===== config.mk =====
export PLATFORM = sky130hd
export DESIGN_NAME = imem_arbiter
export DESIGN_NICKNAME = d
export VERILOG_FILES = /design/src/rtl/imem_pkg.sv /design/src/rtl/imem_grant.sv /design/src/rtl/imem_arbiter.sv
export SDC_FILE = /design/constraint.sdc
export NUM_CORES = 1
export LEC_CHECK = 0
export ABC_AREA = 1
export BUFFER_PORTS_ARGS = -buffer_cell sky130_fd_sc_hd__buf_2
export CAP_MARGIN = 20
export CORE_MARGIN = 5
export CORE_UTILIZATION = 42
export DETAILED_ROUTE_END_ITERATION = 7
export GPL_TIMING_DRIVEN = 0
export PLACE_DENSITY = 0.84
export SLEW_MARGIN = 5
export SYNTH_ARGS = -nofsm -noshare
export SYNTH_HDL_FRONTEND = slang
export SYNTH_SLANG_ARGS = --single-unit

===== constraint.sdc =====
create_clock -name clk -period 2.1 [get_ports clk]
set_clock_uncertainty 0.2 [all_clocks]
set_input_delay 0.105 -clock clk [delete_from_list [all_inputs] [get_ports clk]]
set_output_delay 0.105 -clock clk [all_outputs]
set_load 0.02 [all_outputs]

===== src/rtl/imem_pkg.sv =====
// imem_pkg
//   Shared definitions for the instruction-memory arbiter slice: default
//   memory geometry, FSM state and port-id enumerations, and the address
//   legality helper used by the top level.
//   Ports: none (package).
package imem_pkg;

  localparam logic [31:0] DEF_IMEM_BASE  = 32'h0100_0000;
  localparam int          DEF_IMEM_DEPTH = 512;
  localparam int          DEF_ERR_CNT_W  = 8;

  typedef enum logic [1:0] {
    IDLE = 2'd0,
    RD   = 2'd1,
    RSP  = 2'd2
  } imem_st_t;

  typedef enum logic {
    PORT_F = 1'b0,
    PORT_D = 1'b1
  } imem_port_t;

  // Word-aligned and inside [base, last]; last is the final word address,
  // so the compare never needs base + size, which could wrap.
  function automatic logic addr_legal(input logic [31:0] addr,
                                      input logic [31:0] base,
                                      input logic [31:0] last);
    return (addr[1:0] == 2'b00) && (addr >= base) && (addr <= last);
  endfunction

endpackage


===== src/rtl/imem_grant.sv =====
// imem_grant
//   Two-way grant selection between the fetch (F) and debug (D) requesters.
//   Purely combinational; the caller decides when a grant may be used.
//   Configuration macro: ARB_ROUND_ROBIN_EN
//     defined   - on contention, grant the port that did not win last time
//     undefined - on contention, F always wins (D may starve)
//   Ports:
//     valid_f, valid_d  in   request valids
//     last_grant        in   port of the previous handshake (macro builds only)
//     gnt_valid         out  at least one request is present
//     gnt               out  granted port (0 = F, 1 = D)
module imem_grant
  import imem_pkg::*;
(
  input  logic valid_f,
  input  logic valid_d,
`ifdef ARB_ROUND_ROBIN_EN
  input  logic last_grant,
`endif
  output logic gnt_valid,
  output logic gnt
);

  always_comb begin
    gnt_valid = valid_f | valid_d;
    gnt       = PORT_F;
    if (valid_f && valid_d) begin
`ifdef ARB_ROUND_ROBIN_EN
      gnt = (last_grant == PORT_F) ? PORT_D : PORT_F;
`else
      gnt = PORT_F;
`endif
    end else if (valid_d) begin
      gnt = PORT_D;
    end
  end

endmodule


===== src/rtl/imem_arbiter.sv =====
// imem_arbiter
//   Shares a single-ported, 1-cycle-read instruction memory between the core
//   fetch port (F) and the debug/program-check port (D). Each accepted request
//   is range/alignment checked, read from memory if legal, and its response is
//   held until the owning port accepts it. Illegal requests skip the memory,
//   return err=1/data=0 and bump a saturating error counter.
//   Configuration macro: ARB_ROUND_ROBIN_EN (round-robin on contention;
//   otherwise fixed priority with F winning).
//   Ports:
//     clk, rst                      clock (rising edge), async active-high reset
//     f_req_valid/addr/ready        fetch request handshake
//     f_rsp_valid/data/err/ready    fetch response handshake
//     d_*                           same seven signals for the debug port
//     mem_read_instr, mem_addr      read strobe and address to the memory
//     mem_instr                     memory data, valid one clock after strobe
//     err_cnt                       saturating count of illegal requests
module imem_arbiter
  import imem_pkg::*;
#(
  parameter logic [31:0] IMEM_BASE  = DEF_IMEM_BASE,
  parameter int          IMEM_DEPTH = DEF_IMEM_DEPTH,
  parameter int          ERR_CNT_W  = DEF_ERR_CNT_W
) (
  input  logic                 clk,
  input  logic                 rst,
  input  logic                 f_req_valid,
  input  logic [31:0]          f_req_addr,
  output logic                 f_req_ready,
  output logic                 f_rsp_valid,
  output logic [31:0]          f_rsp_data,
  output logic                 f_rsp_err,
  input  logic                 f_rsp_ready,
  input  logic                 d_req_valid,
  input  logic [31:0]          d_req_addr,
  output logic                 d_req_ready,
  output logic                 d_rsp_valid,
  output logic [31:0]          d_rsp_data,
  output logic                 d_rsp_err,
  input  logic                 d_rsp_ready,
  output logic                 mem_read_instr,
  output logic [31:0]          mem_addr,
  input  logic [31:0]          mem_instr,
  output logic [ERR_CNT_W-1:0] err_cnt
);

  localparam logic [31:0] IMEM_LAST = IMEM_BASE + 32'(4 * IMEM_DEPTH) - 32'd4;

  imem_st_t             state_q, state_d;
  logic                 owner_q, owner_d;
  logic                 rsp_valid_q, rsp_valid_d;
  logic                 rsp_err_q, rsp_err_d;
  logic [31:0]          rsp_data_q, rsp_data_d;
  logic [31:0]          mem_addr_q, mem_addr_d;
  logic [ERR_CNT_W-1:0] err_cnt_q, err_cnt_d;

  logic                 gnt_valid;
  logic                 gnt;
  logic                 hs;
  logic [31:0]          req_addr;
  logic                 req_legal;
  logic                 owner_ready;

`ifdef ARB_ROUND_ROBIN_EN
  logic                 last_grant_q, last_grant_d;
`endif

  imem_grant u_grant (
    .valid_f    (f_req_valid),
    .valid_d    (d_req_valid),
`ifdef ARB_ROUND_ROBIN_EN
    .last_grant (last_grant_q),
`endif
    .gnt_valid  (gnt_valid),
    .gnt        (gnt)
  );

  // rsp_valid rises one edge after RSP is entered, which gives the memory its
  // cycle to present data for legal reads and keeps illegal responses at one
  // cycle of latency with the same FSM shape.
  always_comb begin
    hs          = (state_q == IDLE) && gnt_valid;
    req_addr    = (gnt == PORT_D) ? d_req_addr : f_req_addr;
    req_legal   = addr_legal(req_addr, IMEM_BASE, IMEM_LAST);
    owner_ready = (owner_q == PORT_D) ? d_rsp_ready : f_rsp_ready;

    state_d     = state_q;
    owner_d     = owner_q;
    rsp_valid_d = rsp_valid_q;
    rsp_err_d   = rsp_err_q;
    rsp_data_d  = rsp_data_q;
    mem_addr_d  = mem_addr_q;
    err_cnt_d   = err_cnt_q;
`ifdef ARB_ROUND_ROBIN_EN
    last_grant_d = last_grant_q;
`endif

    case (state_q)
      IDLE: begin
        if (hs) begin
          owner_d    = gnt;
          mem_addr_d = req_addr;
          rsp_data_d = '0;
          rsp_err_d  = ~req_legal;
`ifdef ARB_ROUND_ROBIN_EN
          last_grant_d = gnt;
`endif
          if (req_legal) begin
            state_d = RD;
          end else begin
            state_d = RSP;
            if (err_cnt_q != '1) begin
              err_cnt_d = err_cnt_q + ERR_CNT_W'(1);
            end
          end
        end
      end
      RD: begin
        state_d = RSP;
      end
      RSP: begin
        if (!rsp_valid_q) begin
          rsp_valid_d = 1'b1;
          if (!rsp_err_q) begin
            rsp_data_d = mem_instr;
          end
        end else if (owner_ready) begin
          rsp_valid_d = 1'b0;
          state_d     = IDLE;
        end
      end
      default: begin
        state_d = IDLE;
      end
    endcase
  end

  always_ff @(posedge clk or posedge rst) begin
    if (rst) begin
      state_q     <= IDLE;
      owner_q     <= PORT_F;
      rsp_valid_q <= 1'b0;
      rsp_err_q   <= 1'b0;
      rsp_data_q  <= '0;
      mem_addr_q  <= '0;
      err_cnt_q   <= '0;
    end else begin
      state_q     <= state_d;
      owner_q     <= owner_d;
      rsp_valid_q <= rsp_valid_d;
      rsp_err_q   <= rsp_err_d;
      rsp_data_q  <= rsp_data_d;
      mem_addr_q  <= mem_addr_d;
      err_cnt_q   <= err_cnt_d;
    end
  end

`ifdef ARB_ROUND_ROBIN_EN
  // Starts at D so the first contended grant goes to F.
  always_ff @(posedge clk or posedge rst) begin
    if (rst) begin
      last_grant_q <= PORT_D;
    end else begin
      last_grant_q <= last_grant_d;
    end
  end
`endif

  // Ready is gated by rst so a requester holding valid through reset is not
  // told it was accepted.
  assign f_req_ready    = ~rst & hs & (gnt == PORT_F);
  assign d_req_ready    = ~rst & hs & (gnt == PORT_D);

  assign f_rsp_valid    = rsp_valid_q & (owner_q == PORT_F);
  assign d_rsp_valid    = rsp_valid_q & (owner_q == PORT_D);
  assign f_rsp_data     = f_rsp_valid ? rsp_data_q : '0;
  assign d_rsp_data     = d_rsp_valid ? rsp_data_q : '0;
  assign f_rsp_err      = f_rsp_valid & rsp_err_q;
  assign d_rsp_err      = d_rsp_valid & rsp_err_q;

  assign mem_read_instr = (state_q == RD);
  assign mem_addr       = mem_addr_q;
  assign err_cnt        = err_cnt_q;

endmodule

Yosys cells after proc, flatten, opt, wreduce, memory -nomap -nowiden
Index checks and enable logic that the tools add are counted.

Flip-flop bits (word level): 77. Bits of input ports: 102.

Eq/ne operators: 8. Add/sub/neg operators: 1. Bitwise gates (word level): 12. Reductions and logical operators: 11. $lt $le $gt $ge: 2. Muxes and demuxes: 17.

Operators with widths (count): $mux W32 (6); $pmux W32 S2 (1); $ge A32 B25 Y1 const B (1); $le A32 B25 Y1 const B (1); $ne A2 B2 Y1 const B (5); $add A8 B1 Y8 const B (1); $mux W2 (4); $ne A8 B8 Y1 const B (1); $reduce_and A4 Y1 (2); $and A1 B1 Y1 (7); $pmux W2 S3 (1); $mux W1 (5); $logic_and A1 B1 Y1 (4); $logic_not A2 Y1 (2); $not A1 Y1 (4); $reduce_and A3 Y1 (1); $eq A2 B1 Y1 const B (1); $eq A2 B2 Y1 const B (1); $reduce_and A2 Y1 (1); $reduce_bool A2 Y1 (1); $or A1 B1 Y1 (1).

Logic depth before layout (Yosys ltp)
Depth in word-level cells: 9. Gate-level depth with buffers: 14. Gate-level depth less buffers: 13.

Modules after synthesis
A second synthesis with hierarchy kept.

Cells, all modules: 581. Area total of the unflattened synthesis: 4132.7 µm².

By module, submodules not included: imem_arbiter (cells each 577, instances 1, sequential area each 1926.8 µm², area each 4117.7 µm²); imem_grant (cells each 4, instances 1, sequential area each 0.0 µm², area each 15.0 µm²).

Least setup slack after synthesis
No wires, ideal clock.

Kind: register -> register. Start: register state_q[0]. End: register rsp_data_q[3]. Data arrival time: 1.530 ns. Cell stages (with the launch flop): 7. Path buffers: 1. Setup slack: 0.288 ns. Cells stage by stage: dfrtp_1 -> nor2_1 -> inv_1 -> o31ai_4 -> clkbuf_1 -> nand3_1 -> o21ai_0.

Word-level cells in the longest chain between the ends: 4.

RTL lines: start, declared (line imem_arbiter.sv:48) `imem_st_t state_q, state_d;`; start signal, assigned (line imem_arbiter.sv:147) `state_q <= state_d;`; $logic_not A2 Y1 (line imem_arbiter.sv:81, imem_arbiter.sv:97); $logic_and A1 B1 Y1 (line imem_arbiter.sv:81) `hs = (state_q == IDLE) && gnt_valid;`; $ne A2 B2 Y1 (no line); $reduce_and A4 Y1 (no line); end signal, assigned (line imem_arbiter.sv:151) `rsp_data_q <= rsp_data_d;`; end, declared (line imem_arbiter.sv:52) `logic [31:0] rsp_data_q, rsp_data_d;`.

Several ways; a longest one is shown, not always the timed one. A chain may end at the register's enable or synchronous reset.

Worst setup path in the final report
Start: register state_q[0]. End: register rsp_data_q[12].

The elaborated chain is that of the path after synthesis.

==> metrics.yaml <==
status: "finished, final reports clean"
synth_nets: 691
fin_setup_tns_ns: 0
end_kind: "flip-flop"
synthCells: 588
die_x_um: 110
crit_type: "reg -> reg"
netlist.area_leader.share_pct: 45.9
ys_warn_count: 0
via_per_inst: 5.16
grt.total_usage_pct: 28.7
synth_most_common_cell: "nand2_1"
total_power_uw: 7910
instances_no_fill: 1053
clockBufferDepth: 2
grt_antenna_before_repair: 0
ys_ff_latch: 77
synth_enable_flop_cells: 0
avgSynthCellArea_um2: 7.14
crit_required_ns: 2.10
root_buffer: "clkbuf_8"
post-route-min-period_ns: 1.96
grt_pass1_vias: 5680
arrival_ns: 1.96
cts_tree: "yes"
clock_latency_ns: 0.33
worst_slew_margin_rel_pct: 66.7
use_met2_pct: 47.7
crit_path_end: "rsp_data_q[12]"
area_growth_pct: 59.7
drv_slew: 0
gr-usage-met3_pct: 7.51
async_flop_share_pct: 100
grt_max_degree: 33
startpoint: "state_q[0]"
use_met1_pct: 33.6
rows: 36
drive_gt1_share_pct: 29.1
rsz0062_at_grt: "no"
drt-initial-drc-count: 582
drcViolationCount: 0
internal-power_uw: 4060
power.leakage_uw: 0.00372
tightest_slew_ns: 0.495
p_comb_share_pct: 56.0
post-route-period-util_pct: 93.3
num_io_pins: 213
totalWireLength_um: 17100
p_clk_share_pct: 12.7
vdd_drop_max_mv: 0.577
ant_nets: 0
nNetsFinal: 1018
yosysUniqueCellTypes: 28
fin_util_pct: 68.6
diodes: 0
grt-ovfl-total: 0
dp_hpwl_um: 10900
swShare_pct: 48.7
synth_common_cells: "147 x nand2_1, 100 x nor2_1, 78 x inv_1, 77 x dfrtp_1, 55 x o21ai_0"
htreeDepth: 3
port_buffers: 212
ys_seq_area_share_pct: 45.9
dr.pass1.iters: 5
yosysTopAreaCell: "dfrtp_1"
syn_area_um2: 4200
hold_path_class: "in -> reg"
rr_worst_depth: 8
switchingPower_uw: 3850
grt_pass1_wl_um: 27300
chipHeight_um: 110
seqPwrFrac_pct: 31.4
gp_congestion: 0.900
r2r-start: "state_q[0]"
vias: 5437
r2r_setup_slack_ns: 0.14
synth_ff_type: "dfrtp_1"
coreArea_um2: 9770
clk_pin_slew_ns: 0.08
place_inst: 935
busiest_layer: "met2"
whs_ns: 0.0484
synthTopCellsByArea: "dfrtp_1 46%, nand2_1 13%, nor2_1 8.9%"
setup_viol: 0
numCtsBuffers: 9
powerDensity_nw_per_um2: 1180
max_cap_violations: 0
crit_fanout: 10
initial_utilization_pct: 43.0
timing.rr.end: "rsp_data_q[12]"
cts_sinks: 77
max_freq_mhz: 510
die_area_um2: 12100
start_kind: "flip-flop"
routedWlPerCell_um: 16.3
hold_viol_final: 0
registers in the layout, summed over array words and instances (netlist names):
signal,flops
mem_addr,32
owner_q,1
rsp_err_q,1
rsp_valid_q,1
err_cnt,8
rsp_data_q,32
state_q,2
worst min path at each step:
stage	startpoint	to	slack, ns	cells past startpoint
global placement	mem_instr[18]	rsp_data_q[18]	0.14	3
finish	d_req_addr[27]	mem_addr[27]	0.05	5
detailed placement	rst	mem_addr[18]	-0.05	2
CTS	d_req_addr[27]	mem_addr[27]	0.02	5
global route	d_req_addr[24]	mem_addr[24]	0.07	3
floorplan	mem_instr[0]	rsp_data_q[0]	0.05	2
per-stage QoR:
| step | cell area, µm² | setup WS, ns |
|---|---|---|
| 2_1_floorplan | 4200 | 0.288 |
| 3_3_place_gp | 5430 | -0.338 |
| 3_5_place_dp | 5470 | -0.341 |
| 4_1_cts | 6690 | 0.0439 |
| 5_1_grt | 6700 | 0.00103 |
| 6_report | 6700 | 0.141 |
worst max-delay path: stages, from the launching register on:
cell and delay, ns:
dfrtp_1 0.43, nor2_2 0.19, inv_2 0.10, a21oi_4 0.15, inv_2 0.14, o31ai_4 0.11
buf_4 0.20, buf_2 0.20, o21ai_0 0.12
layer usage:
| metal | wire length (µm) | up-vias |
|---|---|---|
| li1 | - | 2493 |
| met1 | 6320 | 2443 |
| met2 | 7740 | 423 |
| met3 | 2220 | 78 |
| met4 | 831 | 0 |
| met5 | 0 | - |
power groups by stage:
| stage | Sequential, µW | Combinational (µW) | Clock, µW |
|---|---|---|---|
| final | 2480 | 4430 | 1000 |
| after floorplan | 2850 | 2150 | 0 |
| after detailed placement | 2470 | 3980 | 0 |
| after CTS | 2460 | 4300 | 1040 |
| after global routing | 2540 | 4830 | 1100 |
| after global placement | 2460 | 3910 | 0 |
kinds of logic (layout without fill, tap and decap cells):
family                   count (synthesis)  in the layout  synth area share (%)
flip-flops                              77             77                  45.9
AO/OA/AOI/OAI                           75             75                  9.89
XOR/XNOR                                 6              6                  1.25
adder cells (fa/ha/maj)                  1              1                 0.298
AND/OR/NAND/NOR                        317            317                  31.9
buffers and inverters                  112            444                  10.7
cells in the final DEF (no fill, tap or decap), types with 13 or more instances in the layout:
cell type,n
nand2_1,147
dlygate4sd3_1,97
dfrtp_1,77
o21ai_0,55
nor2_1,97
clkbuf_1,15
inv_1,75
clkbuf_8,13
nand3_1,49
buf_2,217
layout make-up:
type	instances	area, µm²
Fill cell	682	3070
Timing Repair Buffer	316	2110
Sequential cell	77	1930
Multi-Input combinational cell	399	1840
Inverter	82	312
Buffer	30	176
Clock buffer	15	166
Tap cell	133	166
Clock inverter	1	5.00
timing repair:
item,4_1_cts,5_1_grt
endpoints found under the hold margin,110,0
hold buffers,97,0
pin swaps,1,0
buffers inserted,4,0
endpoints found under the setup margin,34,93
gates cloned,1,0
resized for setup,14,13
Power figures use the tool's default switching activity.
